$ cat src/rtl/spi_master_if.sv
// Bus bundle between the SPI master and the control logic that drives it.
// Holds the byte handshake and the SPI pin signals. Signal names are seen
// from the master's side: i_* flow into the master, o_* flow out of it.
interface spi_master_if;
    logic [7:0] i_TX_Byte;
    logic       i_TX_DV;
    logic       o_TX_Ready;
    logic       o_RX_DV;
    logic [7:0] o_RX_Byte;
    logic       o_SPI_Clk;
    logic       i_SPI_MISO;
    logic       o_SPI_MOSI;

    modport master (
        input  i_TX_Byte,
        input  i_TX_DV,
        input  i_SPI_MISO,
        output o_TX_Ready,
        output o_RX_DV,
        output o_RX_Byte,
        output o_SPI_Clk,
        output o_SPI_MOSI
    );

    modport slave (
        output i_TX_Byte,
        output i_TX_DV,
        output i_SPI_MISO,
        input  o_TX_Ready,
        input  o_RX_DV,
        input  o_RX_Byte,
        input  o_SPI_Clk,
        input  o_SPI_MOSI
    );
endinterface

$ cat src/rtl/spi_master.sv
// Byte-oriented SPI master. One byte per accepted strobe is shifted out MSB
// first while eight bits are captured from MISO. The received byte is then
// presented with a one-cycle valid pulse. Chip-select is handled outside.
// i_Rst_L is an active-high asynchronous reset, despite its name.
module spi_master #(
    parameter int SPI_MODE          = 0,
    parameter int CLKS_PER_HALF_BIT = 2
) (
    input  logic          i_Clk,
    input  logic          i_Rst_L,
    spi_master_if.master  bus
);

    localparam logic [1:0] MODE_BITS = 2'(SPI_MODE);
    localparam logic       CPOL      = MODE_BITS[1];
    localparam logic       CPHA      = MODE_BITS[0];
    localparam int         HW        = $clog2(CLKS_PER_HALF_BIT);
    localparam logic [HW-1:0] HALF_LAST = HW'(CLKS_PER_HALF_BIT - 1);

    typedef enum logic {
        IDLE = 1'b0,
        BUSY = 1'b1
    } state_t;

    state_t          state_q;
    logic [HW-1:0]   half_cnt_q;
    logic [4:0]      edge_cnt_q;
    logic [7:0]      tx_q;
    logic [7:0]      rx_q;
    logic            ready_q;
    logic            rx_dv_q;
    logic [7:0]      rx_byte_q;
    logic            spi_clk_q;
    logic            mosi_q;

    logic            wrap_d;
    logic            lead_d;
    logic            trail_d;
    logic            last_d;
    logic            sample_d;
    logic [7:0]      rx_d;

    // Decode which SPI edge (if any) the current half-bit wrap produces and
    // the receive shift value including a bit sampled on this edge.
    always_comb begin
        wrap_d   = (state_q == BUSY) && (half_cnt_q == HALF_LAST);
        // Edge counter starts at 16, so an even count marks a leading edge.
        lead_d   = wrap_d && !edge_cnt_q[0];
        trail_d  = wrap_d &&  edge_cnt_q[0];
        last_d   = wrap_d && (edge_cnt_q == 5'd1);
        sample_d = CPHA ? trail_d : lead_d;
        rx_d     = sample_d ? {rx_q[6:0], bus.i_SPI_MISO} : rx_q;
    end

    // Transfer FSM: accepts a strobe in IDLE, paces the SPI clock in BUSY,
    // shifts MOSI/MISO on the phase-appropriate edges and posts the result.
    always_ff @(posedge i_Clk or posedge i_Rst_L) begin
        if (i_Rst_L) begin
            state_q    <= IDLE;
            half_cnt_q <= '0;
            edge_cnt_q <= '0;
            tx_q       <= '0;
            rx_q       <= '0;
            ready_q    <= 1'b1;
            rx_dv_q    <= 1'b0;
            rx_byte_q  <= '0;
            spi_clk_q  <= CPOL;
            mosi_q     <= 1'b0;
        end else begin
            rx_dv_q <= 1'b0;
            case (state_q)
                IDLE: begin
                    if (bus.i_TX_DV) begin
                        state_q    <= BUSY;
                        ready_q    <= 1'b0;
                        tx_q       <= bus.i_TX_Byte;
                        edge_cnt_q <= 5'd16;
                        half_cnt_q <= '0;
                        rx_q       <= '0;
                        // With CPHA=0 the first bit must be valid before the
                        // first clock edge, so present it right away.
                        if (!CPHA) begin
                            mosi_q <= bus.i_TX_Byte[7];
                        end
                    end
                end
                BUSY: begin
                    half_cnt_q <= wrap_d ? '0 : half_cnt_q + HW'(1);
                    if (wrap_d) begin
                        spi_clk_q  <= ~spi_clk_q;
                        edge_cnt_q <= edge_cnt_q - 5'd1;
                        rx_q       <= rx_d;
                    end
                    if (CPHA) begin
                        if (lead_d) begin
                            mosi_q <= tx_q[7];
                            tx_q   <= {tx_q[6:0], 1'b0};
                        end
                    end else begin
                        // Bit 7 went out at acceptance; each trailing edge
                        // but the final one moves on to the next bit.
                        if (trail_d && !last_d) begin
                            mosi_q <= tx_q[6];
                            tx_q   <= {tx_q[6:0], 1'b0};
                        end
                    end
                    if (last_d) begin
                        state_q   <= IDLE;
                        ready_q   <= 1'b1;
                        rx_dv_q   <= 1'b1;
                        rx_byte_q <= rx_d;
                    end
                end
                default: begin
                    state_q <= IDLE;
                    ready_q <= 1'b1;
                end
            endcase
        end
    end

    assign bus.o_TX_Ready = ready_q;
    assign bus.o_RX_DV    = rx_dv_q;
    assign bus.o_RX_Byte  = rx_byte_q;
    assign bus.o_SPI_Clk  = spi_clk_q;
    assign bus.o_SPI_MOSI = mosi_q;

endmodule

$ cat src/flat_wrapper.sv
// flat-port wrapper written by rule: the top's interface ports become plain ports
module spi_master_flat 
#(
    parameter int SPI_MODE          = 0,
    parameter int CLKS_PER_HALF_BIT = 2
)
  (i_Clk, i_Rst_L, bus_i_TX_Byte, bus_i_TX_DV, bus_i_SPI_MISO, bus_o_TX_Ready, bus_o_RX_DV, bus_o_RX_Byte, bus_o_SPI_Clk, bus_o_SPI_MOSI);
  spi_master_if bus_i ();
  input  logic i_Clk;
  input  logic i_Rst_L;
  input wire logic [$bits(bus_i.i_TX_Byte)-1:0] bus_i_TX_Byte;
  input wire logic [$bits(bus_i.i_TX_DV)-1:0] bus_i_TX_DV;
  input wire logic [$bits(bus_i.i_SPI_MISO)-1:0] bus_i_SPI_MISO;
  output wire logic [$bits(bus_i.o_TX_Ready)-1:0] bus_o_TX_Ready;
  output wire logic [$bits(bus_i.o_RX_DV)-1:0] bus_o_RX_DV;
  output wire logic [$bits(bus_i.o_RX_Byte)-1:0] bus_o_RX_Byte;
  output wire logic [$bits(bus_i.o_SPI_Clk)-1:0] bus_o_SPI_Clk;
  output wire logic [$bits(bus_i.o_SPI_MOSI)-1:0] bus_o_SPI_MOSI;
  assign bus_i.i_TX_Byte = bus_i_TX_Byte;
  assign bus_i.i_TX_DV = bus_i_TX_DV;
  assign bus_i.i_SPI_MISO = bus_i_SPI_MISO;
  assign bus_o_TX_Ready = bus_i.o_TX_Ready;
  assign bus_o_RX_DV = bus_i.o_RX_DV;
  assign bus_o_RX_Byte = bus_i.o_RX_Byte;
  assign bus_o_SPI_Clk = bus_i.o_SPI_Clk;
  assign bus_o_SPI_MOSI = bus_i.o_SPI_MOSI;
  spi_master #(.SPI_MODE(SPI_MODE), .CLKS_PER_HALF_BIT(CLKS_PER_HALF_BIT)) u_core (.i_Clk(i_Clk), .i_Rst_L(i_Rst_L), .bus(bus_i));
endmodule
$ cat config.mk
export PLATFORM = sky130hd
export DESIGN_NAME = spi_master_flat
export DESIGN_NICKNAME = d
export VERILOG_FILES = /design/src/rtl/spi_master_if.sv /design/src/rtl/spi_master.sv /design/src/flat_wrapper.sv
export SDC_FILE = /design/constraint.sdc
export NUM_CORES = 1
export LEC_CHECK = 0
export BUFFER_PORTS_ARGS = -buffer_cell sky130_fd_sc_hd__buf_2
export CAP_MARGIN = 20
export CORE_MARGIN = 3
export CORE_UTILIZATION = 30
export CTS_CLUSTER_SIZE = 30
export DETAILED_ROUTE_END_ITERATION = 8
export PLACE_DENSITY = 0.48
export SKIP_CTS_REPAIR_TIMING = 1
export SLEW_MARGIN = 20
export SYNTH_ARGS = -nofsm -noshare
export SYNTH_HDL_FRONTEND = slang
export SYNTH_SLANG_ARGS = --single-unit
export TNS_END_PERCENT = 5
$ cat constraint.sdc
create_clock -name i_Clk -period 5.4 [get_ports i_Clk]
set_clock_uncertainty 0.15 [all_clocks]
set_input_delay 0.54 -clock i_Clk [delete_from_list [all_inputs] [get_ports i_Clk]]
set_output_delay 0.54 -clock i_Clk [all_outputs]
set_load 0.05 [all_outputs]
==> flow_summary.yaml, run 1 <==
status:
  status: "complete, no violations"
grt:
  met1_usage_pct: 13.58
  met2_usage_pct: 15.24
  grtUsageMet3_pct: 3.628
  grt_start_max_net_pins: 35
  grt_pass1_wl_um: 4905
  grt_overflow: 0
  grt.busiest_layer: "met2"
  grt.total_usage_pct: 10.33
  grt_pass1_vias: 1018
  antenna_found_initial: 0
logic_synthesis:
  synth.avg_cell_area_um2: 14.47
  ys.flop_type: "dfrtp_1"
  yosys-top-cells-area: "dfrtp_1 51%, mux2_2 16%, mux2_4 7.5%"
  yosysSeqAreaShare_pct: 53.04
  synth_common_cells: "33 x dfrtp_1, 23 x mux2_2, 8 x a22o_1, 8 x mux2_4"
  yosys.area_share.xor_xnor_pct: 1.090
  synthAdderAreaFrac_pct: 1.558
  synth_top_family_by_area: "multiplexers"
  netlist_instances: 111
  yosysMostFrequentCell: "dfrtp_1"
  synth-compound-area-share_pct: 8.411
  ys_ff_latch: 34
  synth_top_area_share_pct: 51.40
  ys_warn_count: 0
  synthArstFlopShare_pct: 100.0
  synth_top_area_cell: "dfrtp_1"
  synth_area_um2: 1607
  syn-num-nets: 125
  synth_edf_count: 0
  synth-simple-area-share_pct: 7.788
  muxShareOfSynthArea_pct: 24.22
  synth_cell_types: 31
floorplanning:
  die_h_um: 79.18
  ioPinCount: 24
  row_count: 26
  start_util_pct: 31.26
  core_um2: 5140
  die_w_um: 79.18
  dieArea_um2: 6269
cells_and_area:
  num_antenna_cells: 0
  regArea_um2: 852.1
  final_util_pct: 36.56
  final_cells: 209
  final_layout_size_suffix_gt1_share_pct: 50.36
  fillers: 536
  syn_to_final_growth_pct: 16.98
  finalNetCount: 152
  multi_input_area_um2: 691.9
detailed_routing:
  firstDrtPassIters: 3
  drtAntennaViolNets: 0
  vias_per_cell: 4.579
  drtIter0Drc: 36
  drc: 0
  drt_wl_total_um: 2830
  via_count: 957
  post_drt_wl_per_cell_um: 13.54
clock_network:
  cts_buffers: 5
  clk_latency_ns: 0.28
  clkTransAtPathRegs_ns: 0.07
  htreeDepth: 2
  cts_buffer_depth: 2
  cts_sinks: 34
  root_buffer: "clkbuf_8"
  cts_tree: "built"
sta:
  slew_headroom_pct: 60.02
  setup_tns_ns: 0
  max_freq_mhz: 470.7
  hold_viol_final: 0
  timing.final.crit_share_pct: 39.34
  fin_ws_ns: 3.275
  rsz0062_at_grt: "false"
  drv_slew: 0
  period_needed_ns: 2.125
  setup_viol: 0
  worst_pin_slew_ns: 0.5998
worst_setup_path:
  worstSetupPathType: "reg2reg"
  crit_path_start_kind: "flop"
  cp_max_fo: 18
  cp-end-kind: "flop"
  cp_data_required_time_ns: 5.42
  arrival_ns: 2.14
placement:
  dp_cells: 201
  place_congestion: 0.7407
  place_hpwl_um: 1906
  portBuffers: 23
  post-place-ws_ns: 3.245
power_and_ir_drop:
  power_density_nw_per_um2: 598.6
  ir_worst_vdd_mv: 0.1807
  total_leakage_power_nw: 0.9221
job:
  max-cap-violations: 0
hold_path:
  min_path_type: "in2async"
[cell usage in the layout (no fill, tap or decap), drive strengths merged]
cell type,instances
nor2,4
nor4b,1
a21o,1
inv,4
nor2b,1
nand3,2
or4,1
a22o,8
mux2,31
dfstp,1
nand2b,1
o31ai,2
dfrtp,33
clkbuf,8
nand3b,2
o311ai,1
ha,2
o41ai,1
mux2i,1
and3,1
and3b,1
nand2,4
xor2,1
buf,24
o21ai,2
xnor2,1
[worst max-delay path: stages (launching register included)]
cell	delay, ns
dfrtp_1	0.72
and3b_1	0.51
mux2_2	0.38
mux2_4	0.25
[power breakdown]
| part | switching, mW | total, mW | internal [mW] | leakage, nW |
|---|---|---|---|---|
| Combinational | 0.261 | 0.473 | 0.212 | 0.426 |
| Clock | 0.0891 | 0.218 | 0.129 | 0.0575 |
| Sequential | 0.0855 | 0.434 | 0.348 | 0.439 |
| Total | 0.436 | 1.12 | 0.689 | 0.922 |
[cell families after synthesis]
logic type,Yosys count
DFF,34
muxes,32
and+or+nand+nor,18
AOI/OAI and AO/OA,15
buffers and inverters,8
xor gates and xnor gates,2
adders and majority gates,2
[per-stage QoR]
stage	power, mW	hold WS [ns]	cell area [um^2]
6_report	1.125	0.2000	1879
5_1_grt	1.207	0.2335	1879
4_1_cts	1.144	0.2128	1879
3_5_place_dp	0.9177	0.3114	1769
3_3_place_gp	0.9079	0.3143	1769
2_1_floorplan	0.8388	0.3120	1607
[flip-flops by register name, summed over array words and instances, names as in the netlist]
signal and count:
u_core.edge_cnt_q 5, u_core.half_cnt_q 1, u_core.state_q 1, u_core.bus.o_RX_Byte 8, u_core.bus.o_TX_Ready 1, u_core.bus.o_SPI_Clk 1
u_core.tx_q 7, u_core.rx_q 8, u_core.bus.o_SPI_MOSI 1, u_core.bus.o_RX_DV 1
[final timing paths]
check	depth (start not counted)	to	from	slack (ns)
min in group i_Clk	1	u_core.bus.o_SPI_Clk	u_core.bus.o_SPI_Clk	0.33
setup reg to reg	3	u_core.bus.o_RX_Byte[7]	u_core.state_q	3.28
hold reg to reg	1	u_core.bus.o_SPI_Clk	u_core.bus.o_SPI_Clk	0.33
max in group asynchronous	3	u_core.bus.o_TX_Ready	i_Rst_L	4.57
setup / recovery	3	u_core.bus.o_RX_Byte[7]	u_core.state_q	3.28
hold / removal	3	u_core.bus.o_RX_Byte[0]	i_Rst_L	0.20
[layout make-up]
class                           count  share of cell area (%)
Clock buffer                        8                   5.859
Inverter                            4                  0.7989
Multi-Input combinational cell     69                   36.82
Sequential cell                    34                   45.34
Tap cell                           70                   4.660
Timing Repair Buffer               24                   6.525
[routing by layer]
layer / wire length [um] / part of all wire [%]
met1: 1402 / 50
met5: 0 / 0
met2: 1240 / 44
met4: 53 / 1.9
met3: 134 / 4.7
Power figures use the tool's default switching activity.
==> run 2: changes to the inputs <==
==> constraint.sdc (replaced) <==
create_clock -name i_Clk -period 2.16 [get_ports i_Clk]
set_clock_uncertainty 0.15 [all_clocks]
set_input_delay 0.216 -clock i_Clk [delete_from_list [all_inputs] [get_ports i_Clk]]
set_output_delay 0.216 -clock i_Clk [all_outputs]
set_load 0.05 [all_outputs]
==> flow_summary.yaml, run 2 (synthesis results as in run 1) <==
cells_and_area:
  fillers: 529
  design_area_um2: 1911
  final_layout_size_suffix_gt1_share_pct: 50.00
  final_common_cell: "dfrtp_1"
  num_antenna_cells: 0
  finalNetCount: 155
  mostFrequentLayoutCells: "33 x dfrtp_1, 23 x mux2_2, 23 x buf_2, 8 x a22o_1, 8 x mux2_4"
  syn_to_final_growth_pct: 18.93
  final_util_pct: 37.17
clock_network:
  root_buffer: "clkbuf_8"
  cts_buffers: 5
  htreeDepth: 2
  clk_latency_ns: 0.29
  cts_buffer_depth: 2
  cts_sinks: 34
  cts_tree: "built"
  clkTransAtPathRegs_ns: 0.08
sta:
  drv_slew: 0
  setup_tns_ns: 0
  hold_viol_final: 0
  period_needed_ns: 1.917
  setup_viol: 0
  slew_headroom_pct: 64.33
  whs_ns: 0.02236
  max_freq_mhz: 521.6
  worst_pin_slew_ns: 0.5330
  timing.final.crit_share_pct: 88.76
  rsz0062_at_grt: "false"
grt:
  grt_pass1_vias: 982
  grt_start_max_net_pins: 35
  grt.total_usage_pct: 10.06
  grt_overflow: 0
  antenna_found_initial: 0
  grt_pass1_wl_um: 4816
worst_setup_path:
  cp-end-kind: "flop"
  cp_max_fo: 11
  worstSetupPathType: "reg2reg"
  crit_path_start_kind: "flop"
  arrival_ns: 1.93
  cp_data_required_time_ns: 2.17
floorplanning:
  row_count: 26
  die_h_um: 79.18
  die_w_um: 79.18
  start_util_pct: 31.26
  core_um2: 5140
  dieArea_um2: 6269
  ioPinCount: 24
power_and_ir_drop:
  total_leakage_power_nw: 0.9364
  ir_worst_vdd_mv: 0.5053
  power_density_nw_per_um2: 1517
detailed_routing:
  drt_wl_total_um: 2775
  drc: 0
  drtIter0Drc: 39
  vias_per_cell: 4.542
  post_drt_wl_per_cell_um: 13.09
  via_count: 963
  firstDrtPassIters: 4
  drtAntennaViolNets: 0
job:
  max-cap-violations: 0
placement:
  portBuffers: 23
  place_area_um2: 1784
  place_hpwl_um: 1900
  place_congestion: 0.7423
status:
  status: "complete, no violations"
hold_path:
  min_path_type: "in2reg"
run 2: worst max-delay path, stage by stage, from the launching register on:
cell,delay (ns)
dfrtp_1,0.41
inv_1,0.09
ha_1,0.14
nor4b_4,0.27
and3_4,0.37
mux2_2,0.36
run 2: path summary, 6_finish.rpt:
check	start	endpoint	slack [ns]	cells past startpoint
worst max-delay path	u_core.edge_cnt_q[1]	u_core.bus.o_RX_Byte[2]	0.24	5
worst min-delay path	bus_i_SPI_MISO	u_core.rx_q[0]	0.02	2
worst max register to register	u_core.edge_cnt_q[1]	u_core.bus.o_RX_Byte[2]	0.24	5
worst min register to register	u_core.bus.o_SPI_Clk	u_core.bus.o_SPI_Clk	0.32	1
max in group asynchronous	i_Rst_L	u_core.bus.o_TX_Ready	1.11	4
min in group asynchronous	i_Rst_L	u_core.edge_cnt_q[3]	0.42	4
run 2: through the flow:
step	setup WS, ns	std cells	power [mW]
3_5_place_dp	0.2463	203	2.317
4_1_cts	0.2272	211	2.945
5_1_grt	0.1316	212	3.092
6_report	0.2428	212	2.899
3_3_place_gp	0.3095	203	2.304
2_1_floorplan	0.4007	111	2.097
run 2: layer usage:
layer | GRT usage (%) | wire [um] | share of wire, % | up-vias
li1 | - | - | - | 465
met1 | 13.26 | 1341 | 48 | 467
met2 | 14.73 | 1228 | 44 | 23
met3 | 3.515 | 155 | 5.6 | 8
met4 | 4.639 | 49 | 1.8 | 0
met5 | 0 | 0 | 0 | -
run 2: final cells by class:
cell class	count	area [um^2]	share of cell area, %
Timing Repair Buffer	27	147.6	7.728
Sequential cell	34	852.1	44.60
Clock buffer	7	86.33	4.519
Multi-Input combinational cell	69	691.9	36.21
Inverter	4	15.01	0.7859
Clock inverter	1	30.03	1.572
Tap cell	70	87.58	4.584
run 2: report_power, final:
group / internal [mW] / leakage (nW) / switching [mW]
logic: 0.550 / 0.439 / 0.672
registers: 0.871 / 0.439 / 0.199
clock network: 0.376 / 0.0585 / 0.230
total: 1.80 / 0.936 / 1.10
==> run 3: changes to the inputs <==
--- a/config.mk
+++ b/config.mk
@@ -7,11 +7,13 @@
 export LEC_CHECK = 0
 export BUFFER_PORTS_ARGS = -buffer_cell sky130_fd_sc_hd__buf_2
 export CAP_MARGIN = 20
+export CORE_ASPECT_RATIO = 0.6
 export CORE_MARGIN = 3
 export CORE_UTILIZATION = 30
 export CTS_CLUSTER_SIZE = 30
 export DETAILED_ROUTE_END_ITERATION = 8
 export PLACE_DENSITY = 0.48
+export RECOVER_POWER = 25
 export SKIP_CTS_REPAIR_TIMING = 1
 export SLEW_MARGIN = 20
 export SYNTH_ARGS = -nofsm -noshare
==> constraint.sdc (replaced) <==
create_clock -name i_Clk -period 2.2 [get_ports i_Clk]
set_clock_uncertainty 0.15 [all_clocks]
set_input_delay 0.22 -clock i_Clk [delete_from_list [all_inputs] [get_ports i_Clk]]
set_output_delay 0.22 -clock i_Clk [all_outputs]
set_load 0.05 [all_outputs]
==> flow_summary.yaml, run 3 (synthesis results as in run 1) <==
cells_and_area:
  final_common_cell: "dfrtp_1"
  final_layout_size_suffix_gt1_share_pct: 50.35
  regArea_um2: 852.1
  fillers: 480
  finalNetCount: 156
  mostFrequentLayoutCells: "33 x dfrtp_1, 23 x mux2_2, 23 x buf_2, 8 x a22o_1, 8 x mux2_4"
  syn_to_final_growth_pct: 17.13
  multi_input_area_um2: 691.9
  final_util_pct: 38.80
  num_antenna_cells: 0
grt:
  grt_overflow: 0
  antenna_found_initial: 0
  grt_pass1_wl_um: 5175
  grt_start_max_net_pins: 35
  grt_pass1_vias: 1029
  grt.total_usage_pct: 10.78
power_and_ir_drop:
  p_switching_mw: 1.100
  pwr-share-seq_pct: 38.4
  power_density_nw_per_um2: 1468
  internal_power_mw: 1.662
  ir_worst_vdd_mv: 0.5033
  total_leakage_power_nw: 0.9301
  power.share.clock_pct: 17.0
  power_mw: 2.762
  p_comb_share_pct: 44.6
  switching_share_pct: 39.82
clock_network:
  cts_sinks: 34
  cts_buffer_depth: 2
  clk_latency_ns: 0.28
  cts_tree: "built"
  root_buffer: "clkbuf_8"
  clkTransAtPathRegs_ns: 0.07
  cts_buffers: 5
  htreeDepth: 2
floorplanning:
  die_w_um: 100.5
  start_util_pct: 33.13
  core_um2: 4850
  die_h_um: 62.69
  row_count: 19
  dieArea_um2: 6298
  ioPinCount: 24
sta:
  hold_viol_final: 0
  rsz0062_at_grt: "false"
  drv_slew: 0
  whs_ns: 0.03637
  max_freq_mhz: 516.1
  worst_pin_slew_ns: 0.8297
  timing.final.crit_share_pct: 88.08
  setup_tns_ns: 0
  period_needed_ns: 1.938
  slew_headroom_pct: 44.69
  setup_viol: 0
  fin_ws_ns: 0.2623
detailed_routing:
  via_count: 968
  drt_wl_total_um: 2986
  firstDrtPassIters: 4
  drc: 0
  vias_per_cell: 4.699
  post_drt_wl_per_cell_um: 14.50
  drtAntennaViolNets: 0
  drtIter0Drc: 39
worst_setup_path:
  crit_path_start_kind: "flop"
  slowest_delay_ns: 0.41
  cp-end-kind: "flop"
  cpMaxStageDelayCell: "dfrtp_1"
  cp_num_buf_inv: 1
  worstSetupPathType: "reg2reg"
  cp_max_fo: 11
  critPathTopFamily: "simple AND/OR/NAND/NOR gates"
  crit_chain: "inv_1 > ha_1 > nor4b_4 > and3_4 > mux2_2"
  arrival_ns: 1.96
  cp_data_required_time_ns: 2.22
placement:
  portBuffers: 23
  place_hpwl_um: 2054
  place_congestion: 0.7255
  post-place-ws_ns: 0.2861
job:
  max-cap-violations: 0
hold_path:
  min_path_type: "in2reg"
status:
  status: "complete, no violations"
run 3: changes by cell type in the layout (fill, tap and decap cells not counted), sizes merged:
cell / before / now
clkbuf: 7 / 8
clkinv: 0 / 1
bufinv: 1 / 0
run 3: through the flow:
step	cell area, um^2	instances
finish	1882	206
global route	1882	206
floorplan	1607	111
CTS	1874	205
detailed placement	1783	197
global placement	1783	197
run 3: area by class of cell:
cell class	instances	share of cell area [%]
Sequential cell	34	45.28
Multi-Input combinational cell	69	36.77
Timing Repair Buffer	28	8.112
Clock buffer	7	4.588
Tap cell	63	4.189
Inverter	4	0.7979
Clock inverter	1	0.2660
run 3: final timing paths:
check / slack [ns] / endpoint / from / depth (start not counted)
setup / recovery: 0.26 / u_core.bus.o_RX_Byte[2] / u_core.edge_cnt_q[1] / 5
hold / removal: 0.04 / u_core.tx_q[0] / bus_i_TX_Byte[0] / 3
hold reg to reg: 0.32 / u_core.bus.o_SPI_Clk / u_core.bus.o_SPI_Clk / 1
setup reg to reg: 0.26 / u_core.bus.o_RX_Byte[2] / u_core.edge_cnt_q[1] / 5
max in group asynchronous: 0.81 / u_core.bus.o_RX_Byte[1] / i_Rst_L / 4
min in group asynchronous: 0.57 / u_core.bus.o_RX_DV / i_Rst_L / 4
run 3: power groups by stage:
stage                     sequential, mW  combinational [mW]  clock (mW)
after floorplan                     1.30               0.762           0
after global placement              1.06                1.23           0
after detailed placement            1.07                1.23           0
after CTS                           1.06                1.25       0.486
after global routing                1.10                1.34       0.522
final                               1.06                1.23       0.470
run 3: worst reg2reg max path, stage by stage (launching register included):
cell and delay (ns):
dfrtp_1 0.41, inv_1 0.09, ha_1 0.14, nor4b_4 0.28, and3_4 0.38, mux2_2 0.36
run 3: per-layer routing:
metal | vias up | track usage [%] | wire length (um)
met4 | 0 | 4.538 | 34
met2 | 20 | 14.03 | 1220
met5 | - | 0 | 0
li1 | 465 | - | -
met1 | 478 | 15.33 | 1564
met3 | 5 | 4.571 | 167
